## config.mk

```make
export PLATFORM = sky130hd
export DESIGN_NAME = rnd_mask_scheduler
export DESIGN_NICKNAME = d
export VERILOG_FILES = /design/src/rtl/rnd_mask_scheduler_pkg.sv /design/src/rtl/rnd_mask_scheduler_lfsr_comb.sv /design/src/rtl/rnd_mask_scheduler.sv
export SDC_FILE = /design/constraint.sdc
export NUM_CORES = 1
export LEC_CHECK = 0
export CORE_MARGIN = 2
export CORE_UTILIZATION = 54
export CTS_CLUSTER_DIAMETER = 200
export CTS_CLUSTER_SIZE = 12
export DETAILED_ROUTE_END_ITERATION = 8
export GPL_TIMING_DRIVEN = 1
export PLACE_DENSITY = 0.85
export SLEW_MARGIN = 15
export SYNTH_ARGS = -nofsm -noshare
export SYNTH_HDL_FRONTEND = slang
export SYNTH_SLANG_ARGS = --single-unit
```

## constraint.sdc

```tcl
create_clock -name clk -period 5.5 [get_ports clk]
set_clock_uncertainty 0.05 [all_clocks]
set_input_delay 1.1 -clock clk [delete_from_list [all_inputs] [get_ports clk]]
set_output_delay 1.1 -clock clk [all_outputs]
set_load 0.01 [all_outputs]
```

## src/rtl/rnd_mask_scheduler_pkg.sv

```systemverilog
// Shared constants for the random mask scheduler: word width, probability
// mask table, probability encodings and FSM state encodings.
package rnd_mask_scheduler_pkg;

  localparam int RNDSIZE = 7;
  localparam int RND_W   = RNDSIZE * (RNDSIZE - 1) / 2;

  // Probability select encodings
  localparam logic [1:0] PROB_00 = 2'b00;
  localparam logic [1:0] PROB_01 = 2'b01;
  localparam logic [1:0] PROB_10 = 2'b10;
  localparam logic [1:0] PROB_11 = 2'b11;

  // 16-bit mask constants, aligned to the top of the word by the user
  localparam logic [15:0] MASK_P00 = 16'hFFFF;
  localparam logic [15:0] MASK_P01 = 16'h03FF;
  localparam logic [15:0] MASK_P10 = 16'h07FF;
  localparam logic [15:0] MASK_P11 = 16'h1FFF;

  // FSM state encodings
  localparam logic [1:0] ST_IDLE   = 2'd0;
  localparam logic [1:0] ST_READY  = 2'd1;
  localparam logic [1:0] ST_ISSUE  = 2'd2;
  localparam logic [1:0] ST_LOCKED = 2'd3;

  // Map a probability select onto its 16-bit mask constant
  function automatic logic [15:0] mask16(input logic [1:0] p);
    logic [15:0] m;
    case (p)
      PROB_00: m = MASK_P00;
      PROB_01: m = MASK_P01;
      PROB_10: m = MASK_P10;
      PROB_11: m = MASK_P11;
      default: m = MASK_P00;
    endcase
    return m;
  endfunction

endpackage

```

## src/rtl/rnd_mask_scheduler_lfsr_comb.sv

```systemverilog
// Combinational LFSR step and probability mask. Produces the next seed and
// the masked random word derived from it.
module rnd_mask_scheduler_lfsr_comb
  import rnd_mask_scheduler_pkg::*;
#(
  parameter int W = RND_W
) (
  input  logic [W-1:0] seed,
  input  logic [1:0]   probability,
  output logic [W-1:0] nxt,
  output logic [W-1:0] rnd
);

  logic         fb;
  logic [W-1:0] mask;

  // One LFSR shift with taps W-1,3,2,0, then XOR with the top-aligned mask
  always_comb begin
    fb   = seed[W-1] ^ seed[3] ^ seed[2] ^ seed[0];
    nxt  = {seed[W-2:0], fb};
    mask = W'(mask16(probability)) << (W - 16);
    rnd  = nxt ^ mask;
  end

endmodule

```

## src/rtl/rnd_mask_scheduler.sv

```systemverilog
// Round-robin scheduler sharing one LFSR seed among N requesters. Each grant
// advances the seed once and presents one masked word until accepted.
module rnd_mask_scheduler
  import rnd_mask_scheduler_pkg::*;
#(
  parameter int W               = RND_W,
  parameter int N               = 4,
  parameter int IDW             = 2,
  parameter int RESEED_INTERVAL = 256,
  parameter int CNT_W           = 9
) (
  input  logic           clk,
  input  logic           rst_n,
  input  logic           seed_load,
  input  logic [W-1:0]   seed_in,
  input  logic [N-1:0]   req,
  input  logic [2*N-1:0] prob,
  output logic [N-1:0]   gnt,
  output logic           rnd_valid,
  input  logic           rnd_ready,
  output logic [W-1:0]   rnd_out,
  output logic [IDW-1:0] rnd_id,
  output logic           reseed_req,
  output logic           locked
);

  logic [1:0]       state_q, state_d;
  logic [W-1:0]     seed_q, seed_d;
  logic [N-1:0]     gnt_q, gnt_d;
  logic             valid_q, valid_d;
  logic [W-1:0]     out_q, out_d;
  logic [IDW-1:0]   id_q, id_d;
  logic [CNT_W-1:0] cnt_q, cnt_d;
  logic [IDW-1:0]   rr_q, rr_d;

  logic [IDW-1:0]   arb_idx;
  logic [IDW-1:0]   win;
  logic             found;
  logic [1:0]       prob_sel;
  logic [W-1:0]     lfsr_nxt;
  logic [W-1:0]     lfsr_word;

  // Round-robin pick: first active request scanning upward from the pointer
  always_comb begin
    found   = 1'b0;
    win     = '0;
    arb_idx = '0;
    for (int k = 0; k < N; k++) begin
      arb_idx = rr_q + IDW'(k);
      if (!found && req[arb_idx]) begin
        found = 1'b1;
        win   = arb_idx;
      end
    end
    prob_sel = prob[{win, 1'b0} +: 2];
  end

  rnd_mask_scheduler_lfsr_comb #(
    .W(W)
  ) u_lfsr (
    .seed        (seed_q),
    .probability (prob_sel),
    .nxt         (lfsr_nxt),
    .rnd         (lfsr_word)
  );

  // Next-state logic; seed_load overrides every state and aborts a pending word
  always_comb begin
    state_d = state_q;
    seed_d  = seed_q;
    gnt_d   = gnt_q;
    valid_d = valid_q;
    out_d   = out_q;
    id_d    = id_q;
    cnt_d   = cnt_q;
    rr_d    = rr_q;
    if (seed_load) begin
      seed_d  = seed_in;
      gnt_d   = '0;
      valid_d = 1'b0;
      cnt_d   = '0;
      state_d = (seed_in == '0) ? ST_LOCKED : ST_READY;
    end else begin
      case (state_q)
        ST_IDLE, ST_LOCKED: ;
        ST_READY: begin
          if (found) begin
            seed_d      = lfsr_nxt;
            out_d       = lfsr_word;
            id_d        = win;
            gnt_d       = '0;
            gnt_d[win]  = 1'b1;
            valid_d     = 1'b1;
            state_d     = ST_ISSUE;
          end
        end
        ST_ISSUE: begin
          if (rnd_ready) begin
            valid_d = 1'b0;
            gnt_d   = '0;
            rr_d    = id_q + 1'b1;
            if (cnt_q != CNT_W'(RESEED_INTERVAL)) begin
              cnt_d = cnt_q + 1'b1;
            end
            state_d = ST_READY;
          end
        end
        default: state_d = ST_IDLE;
      endcase
    end
  end

  // State registers with asynchronous clear
  always_ff @(posedge clk or negedge rst_n) begin
    if (!rst_n) begin
      state_q <= ST_IDLE;
      seed_q  <= '0;
      gnt_q   <= '0;
      valid_q <= 1'b0;
      out_q   <= '0;
      id_q    <= '0;
      cnt_q   <= '0;
      rr_q    <= '0;
    end else begin
      state_q <= state_d;
      seed_q  <= seed_d;
      gnt_q   <= gnt_d;
      valid_q <= valid_d;
      out_q   <= out_d;
      id_q    <= id_d;
      cnt_q   <= cnt_d;
      rr_q    <= rr_d;
    end
  end

  assign gnt        = gnt_q;
  assign rnd_valid  = valid_q;
  assign rnd_out    = out_q;
  assign rnd_id     = id_q;
  assign reseed_req = (cnt_q == CNT_W'(RESEED_INTERVAL));
  assign locked     = (state_q == ST_LOCKED);

endmodule
```

==> After elaboration in Yosys (flattened, before gate mapping) <==
Index checks and enable logic that the tools add are counted.
Widths: inputs -> output; s select.
{ "classes": {"add_sub_neg": 5, "order_cmp": 6, "eq_ne": 10, "n_shift": 1, "n_mux": 39, "bitwise": 5, "reduce_logical": 20} }
{ "op_table": {"columns": ["operator", "n"], "rows": [
  ["$pmux 16 s4", 1],
  ["$mux 21", 3],
  ["$mux 9", 4],
  ["$logic_not 21->1", 1],
  ["$xor 21x21->21", 1],
  ["$mux 2", 8],
  ["$lt 2x3->1 const B", 5],
  ["$mux 1", 12],
  ["$mux 4", 3],
  ["$reduce_and 3->1", 4],
  ["$reduce_bool 2->1", 5],
  ["$add 9x1->9 const B", 1],
  ["$eq 9x9->1 const B", 1],
  ["$ne 9x9->1 const B", 1],
  ["$bmux 1 s2", 4],
  ["$eq 2x2->1 const B", 4],
  ["$pmux 4 s2", 1],
  ["$shiftx 8x4->2", 1],
  ["$ne 3x3->1 const B", 2],
  ["$add 2x1->2 const B", 2],
  ["$add 2x2->2 const B", 2],
  ["$eq 2x1->1 const B", 2],
  ["$logic_and 1x1->1", 4],
  ["$pmux 2 s2", 1],
  ["other kinds (9)", 13]
]} }
{ "totals": {"register_bits": 62, "input_bits": 37, "output_inout_bits": 30, "word_cells": 94} }

==> Longest topological paths before layout <==
Gate-level depths: netlist of run 1.
{ "logic_depth": {"depth_word": 19, "depth_mapped": 9, "depth_no_buf": 8} }

==> By module <==
A second synthesis of run 1 with hierarchy kept.
{ "hier_totals": {"hier_cells": 304, "area_unflattened_um2": 3241.9} }
{ "by_module_without_submodules": {"columns": ["module", "instances", "cells_per_inst", "area_per_inst_um2", "seq_area_each_um2"], "rows": [
  ["rnd_mask_scheduler", 1, 255, 2897.8, 1551.5],
  ["rnd_mask_scheduler_lfsr_comb", 1, 49, 344.1, 0.0]
]} }

==> Worst setup path before layout of run 1 <==
OpenSTA, ideal clock, no wires.
{ "synth_path": {"path_kind": "input to register", "start": "input req[2]", "end": "register out_q[16], in the netlist rnd_out[16]", "setup_ps": 123, "arrival_time_ps": 2581, "t_required_ps": 5327, "setup_slack_ps": 2746, "path_stages": 7, "n_path_buf": 0, "cell_sequence": "mux2i_1 -> nor2_1 -> a311oi_4 -> mux2_2 -> ha_1 -> xnor2_1 -> o21ai_1"} }
{ "synth_via": {"elab_chain_cells": 16, "elab_cells_between_ends": 30, "cone_classes": "3 x eq/ne; 1 x shift; 17 x mux; 1 x bitwise; 8 x reduce/logical"} }
{ "synth_rtl": {"columns": ["item", "line_no", "source"], "rows": [
  ["start: declaration", "rnd_mask_scheduler.sv:16", "input logic [N-1:0] req,"],
  ["$bmux 1 s2", "rnd_mask_scheduler.sv:50", "if (!found && req[arb_idx]) begin"],
  ["$mux 1 (not written as such)", "rnd_mask_scheduler.sv:50", null],
  ["$mux 1", "rnd_mask_scheduler.sv:50", null],
  ["$logic_not 1->1", "rnd_mask_scheduler.sv:50", null],
  ["$logic_and 1x1->1", "rnd_mask_scheduler.sv:50", null],
  ["$mux 1", "rnd_mask_scheduler.sv:50", null],
  ["$logic_not 1->1", "rnd_mask_scheduler.sv:50", null],
  ["$logic_and 1x1->1", "rnd_mask_scheduler.sv:50", null],
  ["$mux 1", "rnd_mask_scheduler.sv:50", null],
  ["$logic_not 1->1", "rnd_mask_scheduler.sv:50", null],
  ["$logic_and 1x1->1", "rnd_mask_scheduler.sv:50", null],
  ["$mux 2", "rnd_mask_scheduler.sv:50", null],
  ["$shiftx 8x4->2", "rnd_mask_scheduler.sv:55", "prob_sel = prob[{win, 1'b0} +: 2];"],
  ["$eq 2x2->1, or another cell as far along", "rnd_mask_scheduler_pkg.sv:29", "case (p)"],
  ["$pmux 16 s4", "rnd_mask_scheduler_pkg.sv:29", null],
  ["$xor 21x21->21", "rnd_mask_scheduler_lfsr_comb.sv:22", "rnd = nxt ^ mask;"],
  ["end signal: assignment", "rnd_mask_scheduler.sv:129", "out_q <= out_d;"],
  ["end: declaration", "rnd_mask_scheduler.sv:31", "logic [W-1:0] out_q, out_d;"]
]} }
Several ways; a longest one is shown, not always the timed one. The select of a mux whose other input is x is not followed.
A chain may end at the register's enable or synchronous reset.

==> Final worst setup path of run 1 <==
{ "layout_path": {"start": "input req[0]", "end": "register out_q[12], in the netlist rnd_out[12]"} }
{ "layout_via": {"elab_chain_cells": 13, "elab_cells_between_ends": 19, "cone_classes": "12 x mux; 7 x reduce/logical"} }
{ "layout_rtl": {"columns": ["item", "line_no"], "rows": [
  ["$bmux 1 s2", "rnd_mask_scheduler.sv:50"],
  ["$mux 1 (not written as such)", "rnd_mask_scheduler.sv:50"],
  ["$mux 1", "rnd_mask_scheduler.sv:50"],
  ["$logic_not 1->1", "rnd_mask_scheduler.sv:50"],
  ["$logic_and 1x1->1", "rnd_mask_scheduler.sv:50"],
  ["$mux 1", "rnd_mask_scheduler.sv:50"],
  ["$logic_not 1->1", "rnd_mask_scheduler.sv:50"],
  ["$logic_and 1x1->1", "rnd_mask_scheduler.sv:50"],
  ["$mux 1", "rnd_mask_scheduler.sv:50"],
  ["$logic_not 1->1", "rnd_mask_scheduler.sv:50"],
  ["$logic_and 1x1->1", "rnd_mask_scheduler.sv:50"],
  ["$mux 1 *", "rnd_mask_scheduler.sv:50"],
  ["$reduce_and 3->1 (no source line) *", null]
]} }
Every way passes the cells marked *; elsewhere a longest branch is shown, timed or not. The select of a mux whose other input is x is not followed.

==> summary.txt, run 1 <==
Outcome
  • Outcome: completed

Detailed routing
  • Drt wl/cell: 14.9 um
  • Drt first pass iters: 4
  • DR iter-0 viols: 157
  • Routed Antenna Nets: 0
  • DRC: 0
  • Final WL: 6400 um
  • Via count: 2346
  • Vias per inst: 5.46

Timing
  • Fmax: 300 MHz
  • Tcrit/Tclk final: 60.6%
  • Slew @ Worst Pin: 0.960 ns
  • Setup TNS: 0 ns
  • Setup repair after global routing missed its margin: no
  • Final hold viol count: 0
  • Final Max Slew Viols: 0
  • Fin crit period: 3.33 ns
  • Slew HR: 36.0%
  • Final setup vio count: 0

Floorplanning
  • Die Span Y: 78.0 um
  • Die area: 0.00609 mm2
  • Die width: 78.0 um
  • # IOs: 67
  • Total core area: 0.00520 mm2
  • Num rows: 26
  • Initial Utilization: 56.8%

Clock tree
  • Resize count post-CTS: 0
  • # hold bufs at CTS: 0
  • Htree depth: 3
  • CTS tree: done
  • Post-CTS Setup Repair Bufs: 0
  • CTS clock-pin slew for the worst setup and hold paths: 0.06 ns
  • Num CTS Buffers: 9
  • CTS Buffer Depth: 2
  • CTS sink count: 62
  • Root Buffer: clkbuf_8
  • Worst-Skew Late Latency: 0.34 ns

Logic synthesis
  • Post-synthesis cell count: 291
  • Syn Area/Cell: 10.2 um2
  • Seq/Total Area, Yosys: 52.5%
  • Post-synth top flop: dfrtp_1
  • Area contributors post-synth: dfrtp_1 52%, mux2i_1 8.8%, nand2_1 7.9%
  • Unique cell type count in the Yosys netlist: 39
  • Share of the synthesized area in the top cell type: 52.5%
  • Netlist Area Pre-Place: 0.00296 mm2
  • Area leader, netlist: dfrtp_1
  • Synth Warn #: 0
  • Net count of the mapped netlist: 332
  • Synth Register Bits: 62
  • Ys async rst share: 100%
  • Post-synth EDFFs: 0

Placement
  • GPL Wtd Cong: 0.799
  • Buffers on Ports: 66
  • Final HPWL DP: 4430 um

Global route
  • Initial antenna violation count: 0
  • First-pass GRT wire length: 10500 um
  • Total gr overflow: 0
  • Largest net degree at the start of global routing: 63
  • Total Routing Usage GR: 22.4%
  • Vias in the first global route: 2224

Cells and area
  • Nets: 397
  • FILL cells: 369
  • Share of cells above drive strength 1: 7.50%
  • Most frequent cells in the layout: 64 x clkdlybuf4s50_1, 62 x nand2_1, 62 x dfrtp_1
  • Area grow syn2layout: 31.0%
  • Fin util: 74.4%
  • Most common cell after layout, fill and taps aside: clkdlybuf4s50_1
  • Diodes inserted: 0

Worst setup path
  • Critical path startpoint category: input port
  • Crit. End Element: flip-flop
  • Critical path type: input port to flip-flop
  • Critical path data arrival time: 3.55 ns
  • Critical Path RT: 5.72 ns
  • Crit path max fanout: 25

Worst hold path
  • Worst Hold Class: flip-flop to flip-flop

Power and ir drop
  • Power Dens Cells: 393 mW/mm2
  • Max VDD drop: 216 uV
  • Total leakage power: 1.71 nW

Run
  • Max Cap Violations: 0
metal layers:
layer / track usage (%) / part of all wire [%] / vias to the layer above
li1: - / - / 1141
met1: 27.8 / 43 / 1133
met2: 37.0 / 51 / 63
met3: 5.06 / 4.6 / 9
met4: 11.4 / 1.8 / 0
met5: 0 / 0 / -
cells by family (layout without fill, tap and decap cells):
logic type,count (synthesis),in the layout,synth area share (%)
mux,30,30,10.3
buf+inv,19,88,2.96
xor+xnor,16,16,4.74
flops,62,62,52.5
compound gates,59,59,11.8
simple gates,101,101,16.0
fa+ha+maj,4,4,1.69
state kept, by name (all words and copies together), names as in the netlist:
name and count:
rr_q 2, rnd_out 21, state_q 2, rnd_valid 1, gnt 4, rnd_id 2
seed_q 21, cnt_q 9
power breakdown:
group | internal (mW) | total (mW) | leakage, nW | switching, mW
clock network | 0.276 | 0.445 | 0.115 | 0.170
registers | 0.547 | 0.621 | 0.781 | 0.0735
logic | 0.249 | 0.455 | 0.809 | 0.206
total | 1.07 | 1.52 | 1.71 | 0.449
cell usage after synthesis, drive strengths merged, types with 2 or more instances:
master and count:
a21oi 6, a311oi 2, and3 2, buf 10, clkbuf 5, dfrtp 62, ha 4, inv 4
mux2 4, mux2i 26, nand2 62, nand2b 3, nand4 5, nor2 12, nor2b 2, nor4 6
o21ai 44, o31ai 3, or3 2, xnor2 9, xor2 7
final cells by class:
type	instances	area, um2	share of cell area (%)
Sequential cell	62	1550	40.1
Multi-Input combinational cell	210	1330	34.2
Timing Repair Buffer	69	673	17.4
Tap cell	70	87.6	2.26
Clock inverter	4	70.1	1.81
Clock buffer	11	151	3.91
Inverter	4	15.0	0.388
per-stage QoR:
step,power [mW],hold WS [ns],std cells,cell area (um2),worst slack (ns)
3_3_place_gp,1.07,0.406,415,3650,1.91
5_1_grt,1.61,0.455,430,3870,1.96
4_1_cts,1.53,0.437,430,3870,2.17
2_1_floorplan,0.868,0.397,291,2960,2.75
3_5_place_dp,1.08,0.413,415,3650,1.80
6_report,1.52,0.431,430,3870,2.17
critical path, cell delays in order:
cell and delay (ns):
clkdlybuf4s50_1 0.53, nor4_2 0.48, nor3b_4 0.07, buf_4 0.26, nand2b_1 0.56, buf_4 0.37
nand2_1 0.08, o21ai_1 0.08
worst paths after layout:
kind	startpoint	endpoint	slack, ns	cells after the start
setup / recovery	req[0]	rnd_out[12]$_DFFE_PN0P_	2.17	8
hold / removal	rnd_out[15]$_DFFE_PN0P_	rnd_out[15]$_DFFE_PN0P_	0.43	2
setup reg to reg	rr_q[1]$_DFFE_PN0P_	rnd_out[16]$_DFFE_PN0P_	3.09	7
hold reg to reg	rnd_out[15]$_DFFE_PN0P_	rnd_out[15]$_DFFE_PN0P_	0.43	2
max in group asynchronous	rst_n	rnd_out[12]$_DFFE_PN0P_	4.04	2
min in group asynchronous	rst_n	state_q[0]$_DFFE_PN0P_	0.86	2
(Power assumes the default switching activity.)
==> inputs of run 2 (changes only) <==
--- a/config.mk
+++ b/config.mk
@@ -6,12 +6,12 @@
 export NUM_CORES = 1
 export LEC_CHECK = 0
 export CORE_MARGIN = 2
-export CORE_UTILIZATION = 54
+export CORE_UTILIZATION = 50
 export CTS_CLUSTER_DIAMETER = 200
 export CTS_CLUSTER_SIZE = 12
 export DETAILED_ROUTE_END_ITERATION = 8
 export GPL_TIMING_DRIVEN = 1
-export PLACE_DENSITY = 0.85
+export PLACE_DENSITY = 0.8
 export SLEW_MARGIN = 15
 export SYNTH_ARGS = -nofsm -noshare
 export SYNTH_HDL_FRONTEND = slang
==> constraint.sdc (replaced) <==
create_clock -name clk -period 3.4 [get_ports clk]
set_clock_uncertainty 0.05 [all_clocks]
set_input_delay 0.68 -clock clk [delete_from_list [all_inputs] [get_ports clk]]
set_output_delay 0.68 -clock clk [all_outputs]
set_load 0.01 [all_outputs]
==> run 2 against run 1 <==
Net effect:
- clock power up 36%
- register-to-register slack worse by 2.0 ns
- non-clock buffer count rose by 2
- design area about the same
- routed wire length is 1.8% lower
- combinational power is 61% higher
- critical path type unchanged
- critical endpoint is now rnd_out[17]$_DFFE_PN0P_
- sequential power increased by 61%
- critical path depth is 1 higher
- largest cell class unchanged
- utilization shrank 7.8 points
- global-route usage down 1.3 points
==> summary.txt, run 2 (synthesized netlist as in run 1, its figures left out) <==
Worst setup path
  • Critical Path RT: 3.57 ns (was 5.72 ns)
  • Crit path max-delay family: compound AO/OA/AOI/OAI gates (was simple AND/OR/NAND/NOR gates)
  • Crit path buf inv count: 1 (was 3)
  • Crit. End Element: flip-flop (unchanged)
  • Critical path startpoint category: input port (unchanged)
  • Critical path type: input port to flip-flop (unchanged)
  • R2r worst-path depth: 8 (was 7)
  • Max stage delay cell, worst path: clkdlybuf4s50_1 (was nand2b_1)
  • Crit path max fanout: 9 (was 25)
  • Crit Reg-Reg Startpoint: rr_q[1]$_DFFE_PN0P_ (unchanged)
  • R2r setup slk: 1.05 ns (was 3.09 ns)
  • RR Endpoint: rnd_out[17]$_DFFE_PN0P_ (was rnd_out[16]$_DFFE_PN0P_)
  • Critical path data arrival time: 2.89 ns (was 3.55 ns)
  • Critical Path Max Stage Delay: 0.53 ns (was 0.56 ns)
  • Most used cell, CP: o21ai_1 (was buf_4)
  • Worst-path cell chain: clkdlybuf4s50_1 -> a21oi_1 -> o21ai_1 -> o2bb2a_1 -> mux2i_1 -> mux2_2 -> ha_1 -> xnor2_1 -> o21ai_1 (was clkdlybuf4s50_1 -> nor4_2 -> nor3b_4 -> buf_4 -> nand2b_1 -> buf_4 -> nand2_1 -> o21ai_1)

Clock tree
  • Worst-Skew Late Latency: 0.34 ns (about the same)
  • CTS clock-pin slew for the worst setup and hold paths: 0.07 ns (was 0.06 ns)
  • Num CTS Buffers: 9 (unchanged)
  • CTS sink count: 62 (unchanged)
  • Post-CTS Setup Repair Bufs: 0 (unchanged)
  • CTS tree: done (unchanged)
  • Root Buffer: clkbuf_8 (unchanged)
  • # hold bufs at CTS: 0 (unchanged)
  • CTS Buffer Depth: 2 (unchanged)
  • Htree depth: 3 (unchanged)
  • Resize count post-CTS: 0 (unchanged)

Power and ir drop
  • Pwr Total: 2.34 mW (was 1.52 mW)
  • Sw frac: 31.0% (was 29.5%)
  • Power Dens Cells: 604 mW/mm2 (was 393 mW/mm2)
  • Clock network fraction of total power: 25.8% (was 29.3%)
  • Total leakage power: 1.70 nW (was 1.71 nW)
  • Max VDD drop: 335 uV (was 216 uV)
  • Psw: 0.724 mW (was 0.449 mW)
  • Flop pwr share: 42.8% (was 40.8%)
  • P_int: 1.61 mW (was 1.07 mW)
  • Combinational power share: 31.3% (was 29.9%)

Floorplanning
  • Num rows: 28 (was 26)
  • Die area: 0.00655 mm2 (was 0.00609 mm2)
  • Die width: 80.9 um (was 78.0 um)
  • Initial Utilization: 50.9% (was 56.8%)
  • Total core area: 0.00582 mm2 (was 0.00520 mm2)
  • Die Span Y: 80.9 um (was 78.0 um)
  • # IOs: 67 (unchanged)

Run
  • Max Cap Violations: 0 (unchanged)

Outcome
  • Outcome: completed (unchanged)

Cells and area
  • Diodes inserted: 0 (unchanged)
  • Fin area: 0.00387 mm2 (about the same)
  • Share of cells above drive strength 1: 7.99% (was 7.50%)
  • Area grow syn2layout: 30.9% (was 31.0%)
  • Most frequent cells in the layout: 64 x clkdlybuf4s50_1, 62 x nand2_1, 62 x dfrtp_1 (unchanged)
  • Nets: 399 (was 397)
  • Most common cell after layout, fill and taps aside: clkdlybuf4s50_1 (unchanged)
  • Final std cells w/o fill: 438 (was 430)

Timing
  • Final Max Slew Viols: 0 (unchanged)
  • Setup TNS: 0 ns (unchanged)
  • Slew HR: 48.8% (was 36.0%)
  • Setup repair after global routing missed its margin: no (unchanged)
  • Tcrit/Tclk final: 80.0%
  • Final hold viol count: 0 (unchanged)
  • Fin crit period: 2.72 ns
  • Slew @ Worst Pin: 0.768 ns (was 0.960 ns)
  • Fin worst setup slack: 0.680 ns (was 2.17 ns)
  • Final setup vio count: 0 (unchanged)
  • Fmax: 368 MHz

Detailed routing
  • Vias per inst: 5.30 (was 5.46)
  • Via count: 2320 (was 2346)
  • DRC: 0 (unchanged)
  • Final WL: 6280 um (was 6400 um)
  • DR iter-0 viols: 130 (was 157)
  • Drt first pass iters: 4 (unchanged)
  • Drt wl/cell: 14.3 um (was 14.9 um)
  • Routed Antenna Nets: 0 (unchanged)

Global route
  • Total gr overflow: 0 (unchanged)
  • Initial antenna violation count: 0 (unchanged)
  • Vias in the first global route: 2246 (was 2224)
  • Largest net degree at the start of global routing: 63 (unchanged)
  • Total Routing Usage GR: 21.1% (was 22.4%)
  • First-pass GRT wire length: 10400 um (was 10500 um)

Placement
  • Dpl ws: 0.334 ns (was 1.80 ns)
  • GPL Wtd Cong: 0.785 (was 0.799)
  • Final HPWL DP: 4450 um (was 4430 um)
  • Placed standard-cell area: 0.00369 mm2 (was 0.00365 mm2)
  • Placed cells: 422 (was 415)
  • Buffers on Ports: 66 (unchanged)

Worst hold path
  • Hold path startpoint: rnd_out[15]$_DFFE_PN0P_ (unchanged)
  • Hold-critical path endpoint: rnd_out[15]$_DFFE_PN0P_ (unchanged)
  • Hold depth: 2 (unchanged)
  • Worst Hold Class: flip-flop to flip-flop (unchanged)
## run 2: cell types whose count changed in the layout (fill, tap and decap cells not counted)
cell	before	now
buf_12	0	1
buf_4	3	4
bufinv_16	2	0
clkbuf_1	0	1
clkbuf_8	11	12
clkinvlp_4	0	1
## run 2: worst reg2reg max path, delay by kind of cell, from the launching register on
family | cells | cell delay [ns]
AND/OR/NAND/NOR | 1 | 0.08
flip-flops | 1 | 0.48
multiplexers | 3 | 0.62
AO/OA/AOI/OAI | 2 | 0.51
XOR/XNOR | 1 | 0.14
adder cells (fa/ha/maj) | 1 | 0.35
## run 2: worst max-delay path by stage
stage,from,end,depth (start not counted)
global placement,req[0],rnd_out[17]$_DFFE_PN0P_,9
global route,req[0],rnd_out[16]$_DFFE_PN0P_,9
detailed placement,req[0],rnd_out[17]$_DFFE_PN0P_,9
finish,req[0],rnd_out[17]$_DFFE_PN0P_,9
CTS,req[0],rnd_out[17]$_DFFE_PN0P_,9
floorplan,req[2],rnd_out[16]$_DFFE_PN0P_,7
## run 2: area by class of cell
type | count | area [um2]
fill | 477 | 1940
sequential | 62 | 1550
multi-input combinational | 210 | 1330
timing repair buffer | 71 | 701
clock buffer | 13 | 169
tap | 75 | 93.8
clock inverter | 3 | 17.5
inverter | 4 | 15.0
## run 2: power by group through the flow
stage	clock network (mW)	logic [mW]	registers, mW
floorplan	0	0.365	1.04
global placement	0	0.719	1.01
detailed placement	0	0.739	1.01
CTS	0.614	0.743	1.00
global route	0.650	0.813	1.02
finish	0.604	0.733	1.00
## run 2: metrics by stage
| step | utilization (%) | hold slack, ns |
|---|---|---|
| after floorplan | - | 0.334 |
| after global placement | 63.4 | 0.407 |
| after detailed placement | 63.4 | 0.424 |
| after CTS | 66.6 | 0.434 |
| after global routing | 66.6 | 0.456 |
| final | 66.6 | 0.433 |
## run 2: metal layers
metal	wire, um	part of all wire, %	up-vias	GRT usage (%)
met5	0	0	-	0
met4	106	1.7	0	7.46
met3	348	5.5	9	8.22
met2	2920	47	56	32.7
met1	2900	46	1107	27.1
li1	-	-	1148	-
==> inputs of run 3 (changes only) <==
--- a/config.mk
+++ b/config.mk
@@ -6,12 +6,12 @@
 export NUM_CORES = 1
 export LEC_CHECK = 0
 export CORE_MARGIN = 2
-export CORE_UTILIZATION = 50
+export CORE_UTILIZATION = 45
 export CTS_CLUSTER_DIAMETER = 200
 export CTS_CLUSTER_SIZE = 12
 export DETAILED_ROUTE_END_ITERATION = 8
 export GPL_TIMING_DRIVEN = 1
-export PLACE_DENSITY = 0.8
+export PLACE_DENSITY = 0.76
 export SLEW_MARGIN = 15
 export SYNTH_ARGS = -nofsm -noshare
 export SYNTH_HDL_FRONTEND = slang
==> constraint.sdc (replaced) <==
create_clock -name clk -period 2.2 [get_ports clk]
set_clock_uncertainty 0.05 [all_clocks]
set_input_delay 0.44 -clock clk [delete_from_list [all_inputs] [get_ports clk]]
set_output_delay 0.44 -clock clk [all_outputs]
set_load 0.01 [all_outputs]
==> run 3 against run 2 <==
Net effect:
- the run now ends with negative setup slack left
- final cell count grew 5.7%
- power grew 80%
- first-iteration DRC count shrank 14%
- sequential cell count is the same
- global-route usage shrank 0.43 points
- hold slack lost 0.39 ns
- sequential share of layout area shrank 3.1 points
- highest routed layer unchanged
==> summary.txt, run 3 (synthesized netlist as in run 1, its figures left out) <==
Placement
  • GPL Wtd Cong: 0.811 (was 0.785)
  • Final HPWL DP: 4740 um (was 4450 um)
  • Buffers on Ports: 66 (unchanged)
  • Placed standard-cell area: 0.00387 mm2 (was 0.00369 mm2)
  • Placed cells: 443 (was 422)

Clock tree
  • # hold bufs at CTS: 0 (unchanged)
  • CTS Buffer Depth: 2 (unchanged)
  • CTS sink count: 62 (unchanged)
  • CTS tree: done (unchanged)
  • Worst-Skew Late Latency: 0.33 ns (was 0.34 ns)
  • Htree depth: 3 (unchanged)
  • Root Buffer: clkbuf_8 (unchanged)
  • CTS clock-pin slew for the worst setup and hold paths: 0.08 ns (was 0.07 ns)
  • Num CTS Buffers: 9 (unchanged)

Outcome
  • Failing checks: negative setup slack
  • Outcome: complete, but fails checks (was completed)

Detailed routing
  • Routed Antenna Nets: 0 (unchanged)
  • DR iter-0 viols: 112 (was 130)
  • Drt first pass iters: 4 (unchanged)
  • Via count: 2448 (was 2320)
  • Drt wl/cell: 15.0 um (was 14.3 um)
  • DRC: 0 (unchanged)
  • Final WL: 6930 um (was 6280 um)
  • Vias per inst: 5.29 (was 5.30)

Global route
  • Total Routing Usage GR: 20.7% (was 21.1%)
  • Vias in the first global route: 2473 (was 2246)
  • Total gr overflow: 0 (unchanged)
  • Largest net degree at the start of global routing: 63 (unchanged)
  • First-pass GRT wire length: 11800 um (was 10400 um)
  • Initial antenna violation count: 0 (unchanged)

Power and ir drop
  • Max VDD drop: 605 uV (was 335 uV)
  • Flop pwr share: 36.6% (was 42.8%)
  • Power Dens Cells: 1000 mW/mm2 (was 604 mW/mm2)
  • Total leakage power: 1.89 nW (was 1.70 nW)
  • Combinational power share: 31.2% (was 31.3%)
  • Psw: 1.20 mW (was 0.724 mW)
  • Clock network fraction of total power: 32.2% (was 25.8%)
  • P_int: 3.01 mW (was 1.61 mW)
  • Sw frac: 28.4% (was 31.0%)

Cells and area
  • Share of cells above drive strength 1: 14.8% (was 7.99%)
  • Final std cells w/o fill: 463 (was 438)
  • Diodes inserted: 0 (unchanged)
  • Nets: 422 (was 399)
  • Area grow syn2layout: 41.8% (was 30.9%)
  • Fin area: 0.00420 mm2 (was 0.00387 mm2)
  • Most frequent cells in the layout: 62 x nand2_1, 62 x dfrtp_1, 59 x clkdlybuf4s50_1 (was 64 x clkdlybuf4s50_1, 62 x nand2_1, 62 x dfrtp_1)
  • Area of the multi-input gates: 0.00136 mm2 (was 0.00133 mm2)
  • Sequential cell area: 0.00155 mm2 (unchanged)
  • FILL cells: 489 (was 477)

Floorplanning
  • Num rows: 29 (was 28)
  • Initial Utilization: 46.6% (was 50.9%)
  • Die width: 85.1 um (was 80.9 um)
  • Die Span Y: 85.1 um (was 80.9 um)
  • Total core area: 0.00635 mm2 (was 0.00582 mm2)
  • # IOs: 67 (unchanged)
  • Die area: 0.00724 mm2 (was 0.00655 mm2)

Worst setup path
  • Critical path startpoint category: flip-flop (was input port)
  • Critical Path RT: 2.37 ns (was 3.57 ns)
  • Critical path type: flip-flop to flip-flop (was input port to flip-flop)
  • Most used cell, CP: buf_4 (was o21ai_1)
  • Worst-path cell chain: buf_4 -> buf_4 -> a311oi_4 -> mux2_4 -> ha_1 -> xnor2_1 -> o21ai_1 (was clkdlybuf4s50_1 -> a21oi_1 -> o21ai_1 -> o2bb2a_1 -> mux2i_1 -> mux2_2 -> ha_1 -> xnor2_1 -> o21ai_1)
  • Crit. End Element: flip-flop (unchanged)
  • Critical path data arrival time: 2.38 ns (was 2.89 ns)
  • Critical Path Max Stage Delay: 0.43 ns (was 0.53 ns)
  • Crit path max fanout: 5 (was 9)
  • Max stage delay cell, worst path: dfrtp_1 (was clkdlybuf4s50_1)

Timing
  • Slew @ Worst Pin: 0.466 ns (was 0.768 ns)
  • Fin worst setup slack: -0.00217 ns (was 0.680 ns)
  • Final setup vio count: 1 (was 0)
  • Fin crit period: 2.20 ns
  • Setup repair after global routing missed its margin: yes (was no)
  • Fmax: 454 MHz
  • Final Max Slew Viols: 0 (unchanged)
  • Final hold viol count: 0 (unchanged)
  • Tcrit/Tclk final: 100%
  • Slew HR: 68.6% (was 48.8%)

Run
  • Max Cap Violations: 0 (unchanged)

Worst hold path
  • Worst Hold Class: input port to asynchronous set/reset pin (was flip-flop to flip-flop)
## run 3: cell types whose count changed in the layout (fill, tap and decap cells not counted), moves of 2 or more
cell | before | now
xnor2_1 | 9 | 7
xnor2_2 | 0 | 2
bufinv_16 | 0 | 4
dlygate4sd2_1 | 0 | 5
clkdlybuf4s50_1 | 64 | 59
clkbuf_8 | 12 | 10
buf_4 | 4 | 24
buf_12 | 1 | 4
## run 3: path summary, 6_finish.rpt
kind / start / endpoint / slack [ns] / cells after the start
max reg2reg: rr_q[1]$_DFFE_PN0P_ / rnd_out[17]$_DFFE_PN0P_ / -0.002 / 7
max: rr_q[1]$_DFFE_PN0P_ / rnd_out[17]$_DFFE_PN0P_ / -0.002 / 7
min reg2reg: seed_q[6]$_DFFE_PN0P_ / rnd_out[7]$_DFFE_PN0P_ / 0.43 / 1
min: rst_n / rnd_out[8]$_DFFE_PN0P_ / 0.04 / 2
max in group asynchronous: rst_n / seed_q[18]$_DFFE_PN0P_ / 1.76 / 2
min in group clk: seed_q[6]$_DFFE_PN0P_ / rnd_out[7]$_DFFE_PN0P_ / 0.43 / 1
## run 3: layer usage
layer	vias up	part of all wire (%)	wire, um	global-route usage (%)
met5	-	0	0	0
met4	0	2.1	143	6.20
met3	12	3.6	252	6.23
met2	48	52	3600	34.9
met1	1194	42	2930	25.7
li1	1194	-	-	-
## run 3: final cells by class
class                   count  share of cell area (%)
clock buffers              10                    3.28
clock inverters             6                    3.16
inverters                   4                   0.358
multi-input cells         210                    32.4
flip-flops and latches     62                    37.0
well taps                  77                    2.30
repair buffers             94                    21.6
## run 3: per-stage QoR
step                      power, mW  setup TNS [ns]  hold slack, ns  worst slack, ns  utilization [%]
final                          4.21        -0.00217          0.0449         -0.00217             66.1
after global routing           4.43          -0.481          0.0670           -0.146             66.1
after detailed placement       2.79          -10.13           0.422           -0.489             60.9
after floorplan                2.17               0          0.0944           0.0410                -
after global placement         2.75           -8.92           0.410           -0.401             60.9
after CTS                      4.17               0          0.0627           0.0722             65.4
## run 3: critical path, delay by kind of cell (launching register included)
family | cells | cell delay, ns
AOI/OAI and AO/OA | 2 | 0.47
xor gates and xnor gates | 1 | 0.16
adders and majority gates | 1 | 0.34
buffers and inverters | 2 | 0.29
DFF | 1 | 0.43
muxes | 1 | 0.37
## run 3: power by group through the flow
stage	Clock (mW)	Combinational, mW	Sequential, mW
floorplan	0	0.564	1.61
global placement	0	1.20	1.55
detailed placement	0	1.23	1.56
CTS	1.37	1.26	1.54
global route	1.43	1.43	1.57
finish	1.35	1.31	1.54
## run 3: repair_timing
item	CTS	global route
buffers inserted	2	2
gates resized for setup	8	3
pin swaps	4	2
setup endpoints to repair	6	5
